--- src/rtl/bcd16_to_bin14.sv ---
// Sequential 4-digit BCD to 14-bit binary converter using reverse double-dabble.
// Optional invalid-digit check: define BCD16_TO_BIN14_DIGIT_CHECK_EN.
module bcd16_to_bin14 (
  input  logic        clk,
  input  logic        rst_n,
  input  logic        start,
  input  logic [15:0] bcd,
  output logic        busy,
  output logic        done,
  output logic [13:0] bin,
  output logic        err
);

  typedef enum logic [1:0] {IDLE, CONV, FINISH} state_t;

  state_t      state, state_nxt;
  logic [29:0] sr, sr_nxt;
  logic [3:0]  cnt, cnt_nxt;
  logic        load_res;
  logic [13:0] bin_nxt;

  // One iteration: shift right, then pull 3 out of every BCD field that reached 8.
  function automatic logic [29:0] conv_step(input logic [29:0] v);
    logic [29:0] s;
    s = {1'b0, v[29:1]};
    for (int i = 0; i < 4; i++) begin
      if (s[14+4*i +: 4] >= 4'd8)
        s[14+4*i +: 4] = s[14+4*i +: 4] - 4'd3;
    end
    return s;
  endfunction

`ifdef BCD16_TO_BIN14_DIGIT_CHECK_EN
  logic err_nxt;
  logic bad_in;

  function automatic logic digit_bad(input logic [15:0] v);
    logic b;
    b = 1'b0;
    for (int i = 0; i < 4; i++) begin
      if (v[4*i +: 4] > 4'd9)
        b = 1'b1;
    end
    return b;
  endfunction

  assign bad_in = digit_bad(bcd);
`endif

  always_comb begin
    state_nxt = state;
    sr_nxt    = sr;
    cnt_nxt   = cnt;
    load_res  = 1'b0;
    bin_nxt   = bin;
`ifdef BCD16_TO_BIN14_DIGIT_CHECK_EN
    err_nxt   = 1'b0;
`endif
    case (state)
      IDLE: begin
        if (start) begin
          sr_nxt    = {bcd, 14'b0};
          cnt_nxt   = 4'd0;
          state_nxt = CONV;
`ifdef BCD16_TO_BIN14_DIGIT_CHECK_EN
          // Invalid words bypass conversion and report straight away.
          if (bad_in) begin
            state_nxt = FINISH;
            load_res  = 1'b1;
            bin_nxt   = 14'd0;
            err_nxt   = 1'b1;
          end
`endif
        end
      end
      CONV: begin
        sr_nxt  = conv_step(sr);
        cnt_nxt = cnt + 4'd1;
        if (cnt == 4'd13) begin
          state_nxt = FINISH;
          load_res  = 1'b1;
          bin_nxt   = sr_nxt[13:0];
        end
      end
      FINISH:  state_nxt = IDLE;
      default: state_nxt = IDLE;
    endcase
  end

  always_ff @(posedge clk or negedge rst_n) begin
    if (!rst_n) begin
      state <= IDLE;
      sr    <= '0;
      cnt   <= '0;
      bin   <= '0;
    end else begin
      state <= state_nxt;
      sr    <= sr_nxt;
      cnt   <= cnt_nxt;
      if (load_res)
        bin <= bin_nxt;
    end
  end

`ifdef BCD16_TO_BIN14_DIGIT_CHECK_EN
  always_ff @(posedge clk or negedge rst_n) begin
    if (!rst_n)
      err <= 1'b0;
    else if (load_res)
      err <= err_nxt;
  end
`else
  assign err = 1'b0;
`endif

  assign busy = (state == CONV);
  assign done = (state == FINISH);

endmodule

--- config.mk ---
export PLATFORM = sky130hd
export DESIGN_NAME = bcd16_to_bin14
export DESIGN_NICKNAME = d
export VERILOG_FILES = /design/src/rtl/bcd16_to_bin14.sv
export SDC_FILE = /design/constraint.sdc
export NUM_CORES = 1
export LEC_CHECK = 0
export CAP_MARGIN = 20
export CORE_ASPECT_RATIO = 0.6
export CORE_MARGIN = 3
export CORE_UTILIZATION = 31
export CTS_CLUSTER_SIZE = 16
export DETAILED_ROUTE_END_ITERATION = 10
export PLACE_DENSITY = 0.62
export SYNTH_ARGS = -nofsm -noshare
export SYNTH_HDL_FRONTEND = slang
export SYNTH_SLANG_ARGS = --single-unit
--- constraint.sdc ---
create_clock -name clk -period 3.06 [get_ports clk]
set_input_delay 0.612 -clock clk [delete_from_list [all_inputs] [get_ports clk]]
set_output_delay 0.612 -clock clk [all_outputs]
set_load 0.03 [all_outputs]
==> flow_summary.toml <==
[cts]
root_buffer = "clkbuf_16"
cts_buffer_depth = 2
cts.repair.resized = 0
htree_levels = 2
hold_buffers = 0
cts-buffers-inserted = 5
clkTransAtPathRegs_ns = 0.07
post_cts_buffers = 0
cts_sinks = 49
clock_latency_ns = 0.30
cts_tree = "done"

[placement]
gp_congestion = 0.764
place_hpwl_um = 3480
port_buffers = 34

[yosys]
syn_nets = 224
synth_seq_area_share = 0.517
synth-seq-cells = 49
synth_area_mm2 = 0.00237
ys_warn_count = 0
synth_area_per_cell_um2 = 12.0
synth_cell_types = 42
synthCells = 197

[floorplanning]
num_rows = 24
pin_count = 36
start_util = 0.323
die-width_um = 119
dieArea_mm2 = 0.00878
core_area_mm2 = 0.00736
die_h_um = 73.8

[finish]
drive_above_1_share = 0.146
final_cell_mix = "49 x dfrtp_1, 33 x clkdlybuf4s50_1, 13 x a22o_1, 10 x inv_1, 10 x o22ai_1"
fillerInstances = 721
syn_to_final_growth_pct = 21.9
fin_nets = 252
final_common_cell = "dfrtp_1"
num_antenna_cells = 0

[timing]
fin_crit_ns = 2.82
finalHoldViolCount = 0
skew_ns = 0.00555
fmax_ghz = 0.354
fin_crit_sh = 0.923
setup_violations = 0
rsz0062_at_grt = "no"
finalSetupTns_ns = 0
worst_slew_pin_slew_ns = 0.610
slew_headroom = 0.593
finalMaxSlewViolations = 0

[worst_setup_path]
cp_cell_sequence = "nand2b_4 > inv_4 > clkdlybuf4s50_1"
cp_max_fo = 21
worst_r2r_endpoint = "bin[3]"
worst_path_largest_cell_delay_ns = 0.72
regToRegSetupSlack_ns = 1.28
worstPathArrival_ns = 2.21
crit_slowest_cell = "clkdlybuf4s50_1"
r2r_start = "state[0]"
cp_top_family = "buffers and inverters"
worst_setup_path_end_kind = "output pin"
ff2ff_path_depth = 3
cp.required_ns = 2.45
cp.buffers_inverters = 2
crit_type = "reg -> out"
startpoint_type = "register"

[global_routing]
grt_max_degree = 29
grt_usage = 0.123
overflow = 0
antenna_found_initial = 0
grt_pass1_wl_um = 8290
grt_pass1_vias = 1576

[route]
drc = 0
first_pass_iters = 5
ant_nets = 0
post_drt_wl_per_cell_um = 15.1
drtIter0Drc = 137
dr_total_vias = 1614
routed_wl_um = 4970
vias_per_cell = 4.89

[power]
vdd_drop_max_uv = 322
p_leak_uw = 0.00126
fin_total_pwr_uw = 3120
power_density_mw_per_mm2 = 1080

[worst_hold_path]
hold_path.class = "in -> async"

[run]
cap_violations = 0

[outcome]
status = "complete, no violations"
-- worst max path at each step --
stage	start	to	slack [ns]	cells after the start
finish	state[0]	busy	0.24	3
global route	state[0]	busy	0.10	3
CTS	state[0]	busy	0.22	3
detailed placement	state[0]	busy	0.55	3
global placement	state[0]	busy	0.61	3
floorplan	state[1]	done	1.37	4
-- routing by layer --
layer | vias to the layer above | GRT usage | part of all wire | wire, µm
li1 | 768 | - | - | -
met1 | 793 | 0.174 | 0.51 | 2530
met2 | 48 | 0.170 | 0.40 | 1980
met3 | 5 | 0.0469 | 0.079 | 395
met4 | 0 | 0.0424 | 0.013 | 65
met5 | - | 0 | 0 | 0
-- registers in the layout (all words and copies together), names as in the netlist --
name / flops
bin: 14
sr: 29
state: 2
cnt: 4
-- cells by family after synthesis --
logic type | count (synthesis) | synth area share
compound gates | 60 | 0.188
flops | 49 | 0.517
simple gates | 32 | 0.0796
buf+inv | 27 | 0.0691
mux | 14 | 0.0807
fa+ha+maj | 8 | 0.0422
xor+xnor | 6 | 0.0221
other cells | 1 | 0.00158
-- report_power, final --
group / switching, µW / internal [µW]
Clock: 261 / 309
Combinational: 660 / 655
Sequential: 296 / 938
Total: 1220 / 1900
-- worst reg2reg max path: stages, from the launching register on --
cell	delay [ns]
dfrtp_1	0.68
nand2b_4	0.26
nor2_8	0.35
mux2_2	0.38
-- final cells by class --
type                            instances  area [µm²]  share of cell area
Timing Repair Buffer                   37         358               0.124
Multi-Input combinational cell        121         983               0.340
Clock buffer                            5         125              0.0433
Inverter                               11        43.8              0.0151
Sequential cell                        49        1230               0.424
Tap cell                              104         130              0.0450
Clock inverter                          3        26.3             0.00908
-- Yosys cell counts (all sizes together) --
library cell	count	area, µm²
a21oi	7	35.0
a222oi	1	10.0
a22o	13	114
a2bb2oi	1	8.76
a31oi	2	12.5
a32o	1	10.0
a32oi	1	8.76
a41oi	1	8.76
and4	1	8.76
buf	10	97.6
clkbuf	6	22.5
conb	1	3.75
dfrtp	49	1230
ha	8	100
inv	11	43.8
mux2	14	191
nand2	8	30.0
nand2b	2	20.0
nand3	3	15.0
nand3b	1	7.51
nor2	8	46.3
nor2b	6	37.5
nor3b	2	15.0
o211a	3	30.0
o211ai	1	7.51
o21ai	8	40.0
o21bai	1	11.3
o221a	2	22.5
o221ai	2	17.5
o22a	2	17.5
o22ai	10	62.6
o31ai	4	30.0
or3b	1	8.76
xnor2	4	35.0
xor2	2	17.5
-- metrics by stage --
step                      area, µm²  cells   util  hold slack, ns  worst slack [ns]
after floorplan                2370    197      -           0.316              1.37
after global placement         2740    322  0.373           0.486             0.613
after detailed placement       2740    322  0.373           0.484             0.551
after CTS                      2890    330  0.393           0.344             0.220
after global routing           2890    330  0.393           0.378             0.105
final                          2890    330  0.393           0.319             0.237
No activity file was read; power rests on OpenSTA's default activity.
